File: src/rtl/i2c_arb_pkg.sv
// Shared definitions for the two-requester I2C bus arbiter: instruction codes,
// FSM state encoding and the default watchdog limit.
package i2c_arb_pkg;

  localparam logic [1:0] I2C_START = 2'd0;
  localparam logic [1:0] I2C_STOP  = 2'd1;
  localparam logic [1:0] I2C_READ  = 2'd2;
  localparam logic [1:0] I2C_WRITE = 2'd3;

  // 10 ms at 27 MHz
  localparam int unsigned TIMEOUT_CYCLES_DEFAULT = 270000;

  typedef enum logic [2:0] {
    ST_IDLE    = 3'd0,
    ST_OWN0    = 3'd1,
    ST_OWN1    = 3'd2,
    ST_DRAIN   = 3'd3,
    ST_RELEASE = 3'd4
  } arb_state_e;

  function automatic logic [1:0] grant_of(input logic owner);
    return owner ? 2'b10 : 2'b01;
  endfunction

endpackage

File: src/rtl/i2c_arb_watchdog.sv
// Ownership watchdog: counts cycles while a requester holds the bus and flags
// expiry when the count reaches TIMEOUT_CYCLES; any master completion restarts it.
module i2c_arb_watchdog #(
  parameter int unsigned TIMEOUT_CYCLES = 270000
) (
  input  logic clk_i,
  input  logic rst_ni,
  input  logic active_i,
  input  logic clear_i,
  output logic expired_o
);

  localparam int unsigned CW = $clog2(TIMEOUT_CYCLES + 1);
  localparam logic [CW-1:0] LIMIT = CW'(TIMEOUT_CYCLES);

  logic [CW-1:0] cnt_q;

  always_ff @(posedge clk_i or negedge rst_ni) begin
    if (!rst_ni) begin
      cnt_q <= '0;
    end else if (!active_i || clear_i) begin
      cnt_q <= '0;
    end else if (cnt_q != LIMIT) begin
      cnt_q <= cnt_q + CW'(1);
    end
  end

  assign expired_o = active_i && !clear_i && (cnt_q == LIMIT);

endmodule

File: src/rtl/i2c_bus_arbiter.sv
// Two-requester arbiter in front of one shared I2C master; ownership is locked
// from the first instruction until a STOP completes. Watchdog: I2C_ARB_WATCHDOG_EN.
module i2c_bus_arbiter
  import i2c_arb_pkg::*;
#(
  parameter int unsigned TIMEOUT_CYCLES = TIMEOUT_CYCLES_DEFAULT
) (
  input  logic       clk_i,
  input  logic       rst_ni,
  input  logic [1:0] req0_instruction_i,
  input  logic       req0_enable_i,
  input  logic [7:0] req0_byte_to_send_i,
  output logic [7:0] req0_byte_received_o,
  output logic       req0_complete_o,
  input  logic [1:0] req1_instruction_i,
  input  logic       req1_enable_i,
  input  logic [7:0] req1_byte_to_send_i,
  output logic [7:0] req1_byte_received_o,
  output logic       req1_complete_o,
  output logic [1:0] m_instruction_o,
  output logic       m_enable_o,
  output logic [7:0] m_byte_to_send_o,
  input  logic [7:0] m_byte_received_i,
  input  logic       m_complete_i,
  output logic [1:0] grant_o,
  output logic       timeout_o,
  output logic [2:0] state_o
);

  // Handshake: a requester holds enable with a stable instruction/byte until it
  // sees its one-cycle complete pulse; enable may drop between instructions
  // without giving up ownership, which ends only after STOP plus enable low.
  arb_state_e state_q;
  logic [1:0] grant_q;
  logic       owner_q;
  logic       last_q;
  logic       sel_active;
  logic       owner_en;
  logic       wd_expire;

  assign sel_active = (state_q == ST_OWN0) || (state_q == ST_OWN1) || (state_q == ST_DRAIN);
  assign owner_en   = owner_q ? req1_enable_i : req0_enable_i;

`ifdef I2C_ARB_WATCHDOG_EN
  i2c_arb_watchdog #(
    .TIMEOUT_CYCLES(TIMEOUT_CYCLES)
  ) u_watchdog (
    .clk_i    (clk_i),
    .rst_ni   (rst_ni),
    .active_i (sel_active),
    .clear_i  (m_complete_i),
    .expired_o(wd_expire)
  );
`else
  assign wd_expire = 1'b0;
`endif

  assign timeout_o            = wd_expire;
  assign grant_o              = grant_q;
  assign state_o              = state_q;
  assign req0_byte_received_o = m_byte_received_i;
  assign req1_byte_received_o = m_byte_received_i;

  always_comb begin
    m_instruction_o  = I2C_START;
    m_enable_o       = 1'b0;
    m_byte_to_send_o = 8'h00;
    req0_complete_o  = 1'b0;
    req1_complete_o  = 1'b0;
    if (sel_active) begin
      if (owner_q) begin
        m_instruction_o  = req1_instruction_i;
        m_enable_o       = req1_enable_i;
        m_byte_to_send_o = req1_byte_to_send_i;
        req1_complete_o  = m_complete_i && !wd_expire;
      end else begin
        m_instruction_o  = req0_instruction_i;
        m_enable_o       = req0_enable_i;
        m_byte_to_send_o = req0_byte_to_send_i;
        req0_complete_o  = m_complete_i && !wd_expire;
      end
    end
  end

  always_ff @(posedge clk_i or negedge rst_ni) begin
    if (!rst_ni) begin
      state_q <= ST_IDLE;
      grant_q <= 2'b00;
      owner_q <= 1'b0;
      last_q  <= 1'b1;
    end else begin
      case (state_q)
        ST_IDLE: begin
          // On a tie the requester not served last wins
          if (req0_enable_i && (!req1_enable_i || last_q)) begin
            state_q <= ST_OWN0;
            owner_q <= 1'b0;
            grant_q <= grant_of(1'b0);
          end else if (req1_enable_i) begin
            state_q <= ST_OWN1;
            owner_q <= 1'b1;
            grant_q <= grant_of(1'b1);
          end
        end
        ST_OWN0, ST_OWN1: begin
          if (wd_expire) begin
            state_q <= ST_RELEASE;
            grant_q <= 2'b00;
          end else if (m_complete_i && (m_instruction_o == I2C_STOP)) begin
            state_q <= ST_DRAIN;
          end
        end
        ST_DRAIN: begin
          if (wd_expire || !owner_en) begin
            state_q <= ST_RELEASE;
            grant_q <= 2'b00;
          end
        end
        ST_RELEASE: begin
          last_q  <= owner_q;
          state_q <= ST_IDLE;
        end
        default: begin
          state_q <= ST_IDLE;
          grant_q <= 2'b00;
        end
      endcase
    end
  end

endmodule

File: config.mk
export PLATFORM = sky130hd
export DESIGN_NAME = i2c_bus_arbiter
export DESIGN_NICKNAME = d
export VERILOG_FILES = /design/src/rtl/i2c_arb_pkg.sv /design/src/rtl/i2c_arb_watchdog.sv /design/src/rtl/i2c_bus_arbiter.sv
export SDC_FILE = /design/constraint.sdc
export NUM_CORES = 1
export LEC_CHECK = 0
export CAP_MARGIN = 20
export CORE_AREA = 2 2 53 55
export CTS_CLUSTER_DIAMETER = 80
export DETAILED_ROUTE_END_ITERATION = 16
export DIE_AREA = 0 0 55 57
export HOLD_SLACK_MARGIN = 0.15
export PLACE_DENSITY = 0.81
export SYNTH_ARGS = -nofsm -noshare
export SYNTH_HDL_FRONTEND = slang
export SYNTH_SLANG_ARGS = --single-unit
File: constraint.sdc
create_clock -name clk_i -period 2.1 [get_ports clk_i]
set_clock_uncertainty 0.2 [all_clocks]
set_input_delay 0.42 -clock clk_i [delete_from_list [all_inputs] [get_ports clk_i]]
set_output_delay 0.42 -clock clk_i [all_outputs]
set_load 0.01 [all_outputs]
==> metrics.md <==
| Metric | Value |
|---|---|
| Arrival @ worst endpoint | `1.40 ns` |
| Die area | `roughly 3100 µm²` |
| Ant. Diodes | `0` |
| Area contributors post-synth | `dfrtp_1 (20%), buf_4 (18%), mux2i_1 (14%)` |
| Yosys cell types | `31` |
| Peak Freq | `494 MHz` |
| DRT Pass-1 Iters | `3` |
| Starting density of the core | `0.283` |
| CTS tree | `yes` |
| Num ports | `68` |
| Cell Rows | `19` |
| Average size of a mapped cell | `8.51 µm²` |
| Global-route usage over all layers | `0.135` |
| Number of post-CTS setup repair buffers | `0` |
| Layout cells sized above 1 | `0.182` |
| Post-synthesis cell count | `a little under 90` |
| GR Layer Usage met3 | `0.0419` |
| Required @ worst endpoint | `around 1.5 ns` |
| Mapped cell area | `741 µm²` |
| Hold Path Class | `in -> async` |
| H-Tree Depth | `1` |
| GPL Wtd Cong | `0.923` |
| Share of the synthesized area in the top cell type | `0.203` |
| Drt wl/cell | `12.6 µm` |
| Routed vias | `roughly 700` |
| GRT Max-Usage Layer | `met2` |
| Place WS | `-0.205 ns` |
| Period utilization | `0.963` |
| Final Hold Viols | `0` |
| Worst r2r src | `state_o[2]` |
| Clock Path Buffers | `2` |
| Total CTS buffers | `3` |
| Final setup violating endpoints | `0` |
| Status | `finished clean` |
| DRC Markers | `0` |
| Worst Tran Pin Value | `0.561 ns` |
| CP Class | `in -> out` |
| Largest net degree at the start of global routing | `17` |
| RR Endpoint | `state_o[0]` |
| Pleak | `0.543 nW` |
| Layout area overhead | `53.7%` |
| Clock transition at path regs | `0.05 ns` |
| Clock Latency Late Sink | `0.25 ns` |
| TritonCTS Sinks | `7` |
| GR Layer Usage met2 | `0.213` |
| R2R depth | `5` |
| Total core area | `roughly 2600 µm²` |
| R2r setup slk | `0.24 ns` |
| GRT overflow | `0` |
| CP endpoint kind | `output port` |
| Placed Instances | `148` |
| First-pass GRT wire length | `3120 µm` |
| Die H | `57 µm` |
| Vias in the first global route | `around 730` |
| Post-DRT Antenna Nets | `0` |
| Yosys top cell by area | `dfrtp_1` |
| CTS Hold Bufs | `0` |
| Post-DR vias/cell | `approximately 4.5` |
| FF+latch count, synth | `7` |
| GR Util met1 | `0.163` |
| Worst setup slack after layout | `just under 0.08 ns` |
| Max-cap violations | `0` |
| Antenna violations before repair | `0` |
| Slew headroom | `0.623` |
| Synth warn | `0` |
| Critical Path Fanout Max | `2` |
| Syn_nets | `120` |
| IO buf count | `42` |
| PwrDens | `~1400 nW/µm²` |
| Tmin final | `~2.0 ns` |
| Final cell count without fillers | `around 150` |
| Worst vdd ir | `roughly 670 µV` |
| 1st-iter DRT viols | `12` |
| Worst setup SP type | `input port` |
| RSZ-0062 raised after global routing | `no` |
| Net count, final | `155` |
| Die X | `55 µm` |
| Dpl hpwl | `~1600 µm` |
| WL final | `1920 µm` |
| Register area share after synthesis | `0.238` |
| Root Buffer | `clkbuf_4` |
| Pins Over Slew Limit | `0` |
==> flip-flops by register name (all words and copies together), names as in the netlist <==
register	cells
state_o	3
last_q	1
owner_q	1
grant_o	2
==> report_power, final <==
part           leakage [nW]  internal [mW]  switching (mW)
clock                0.0150         0.0725          0.0498
combinational         0.444          0.626           0.578
sequential           0.0844          0.211          0.0407
total                 0.543          0.909           0.668
==> cell families (layout without fill, tap and decap cells) <==
| group | Yosys count | in the layout | synth area share |
|---|---|---|---|
| mux | 12 | 12 | 0.181 |
| other cells | 1 | 1 | 0.00506 |
| buf+inv | 25 | 59 | 0.240 |
| flops | 7 | 7 | 0.238 |
| compound gates | 9 | 9 | 0.113 |
| xor+xnor | 1 | 1 | 0.0118 |
| simple gates | 32 | 32 | 0.211 |
==> Yosys cell counts <==
library cell,count
nor4_1,2
mux2i_1,10
or2_2,1
mux2i_4,1
nor2_2,1
nand2_1,2
dfrtp_1,6
clkbuf_1,2
and3_1,1
a21oi_1,2
buf_4,18
buf_2,1
or4_4,1
o32a_1,1
conb_1,1
or3_1,1
a21o_1,1
nand4b_1,1
o32ai_4,1
inv_1,2
nand3_1,1
a31oi_1,1
o21ai_0,1
mux2_1,1
nor2_1,17
a2bb2oi_1,2
buf_6,2
dfstp_2,1
xnor2_1,1
nor3_1,3
and2_2,1
==> placed cells by master, fill, tap and decap left out, types with 2 or more instances in the layout <==
master,count
a21oi_1,2
nor2_1,17
a2bb2oi_1,2
clkdlybuf4s50_1,29
inv_1,2
nor3_1,3
mux2i_1,10
nor4_1,2
dlygate4sd2_1,13
nand2_1,2
dfrtp_1,5
clkbuf_4,3
buf_4,10
==> through the flow <==
stage / setup TNS (ns) / hold WS (ns) / utilization / area, µm² / power (mW)
after floorplan: 0 / -0.0756 / - / 741 / 1.03
after global placement: -1.54 / 0.273 / 0.430 / 1120 / 1.52
after detailed placement: -1.80 / 0.269 / 0.430 / 1120 / 1.54
after CTS: 0 / 0.233 / 0.435 / 1140 / 1.59
after global routing: 0 / 0.253 / 0.435 / 1140 / 1.71
final: 0 / 0.224 / 0.435 / 1140 / 1.58
==> worst max-delay path, cell delays in order <==
cell	delay (ns)
clkdlybuf4s50_1	0.53
mux2i_4	0.08
nor2_1	0.09
dlygate4sd2_1	0.27
==> metal layers <==
metal / vias up / routed length, µm / part of all wire
li1: 350 / - / -
met1: 315 / 779 / 0.41
met2: 18 / 1000 / 0.52
met3: 6 / 99 / 0.052
met4: 0 / 36 / 0.019
met5: - / 0 / 0
==> final cells by class <==
type,count,area (µm²)
Sequential cell,7,178
Multi-Input combinational cell,55,389
Inverter,2,7.51
Clock buffer,4,26.3
Tap cell,31,38.8
Timing Repair Buffer,53,499
Fill cell,275,1480
==> worst max path at each step <==
stage / slack [ns] / startpoint / to / cells after the start
finish: 0.08 / req0_enable_i / m_enable_o / 4
global route: 0.02 / state_o[0] / m_enable_o / 4
CTS: 0.07 / req0_enable_i / m_enable_o / 4
detailed placement: -0.20 / req0_enable_i / m_enable_o / 4
global placement: -0.16 / req1_enable_i / m_enable_o / 4
floorplan: 0.20 / state_o[0] / m_byte_to_send_o[0] / 5
==> what timing repair did <==
action / in CTS / in global routing
endpoints found under the hold margin: 0 / 0
gates resized for setup: 15 / 0
endpoints found under the setup margin: 13 / 0
(Power assumes the default switching activity.)
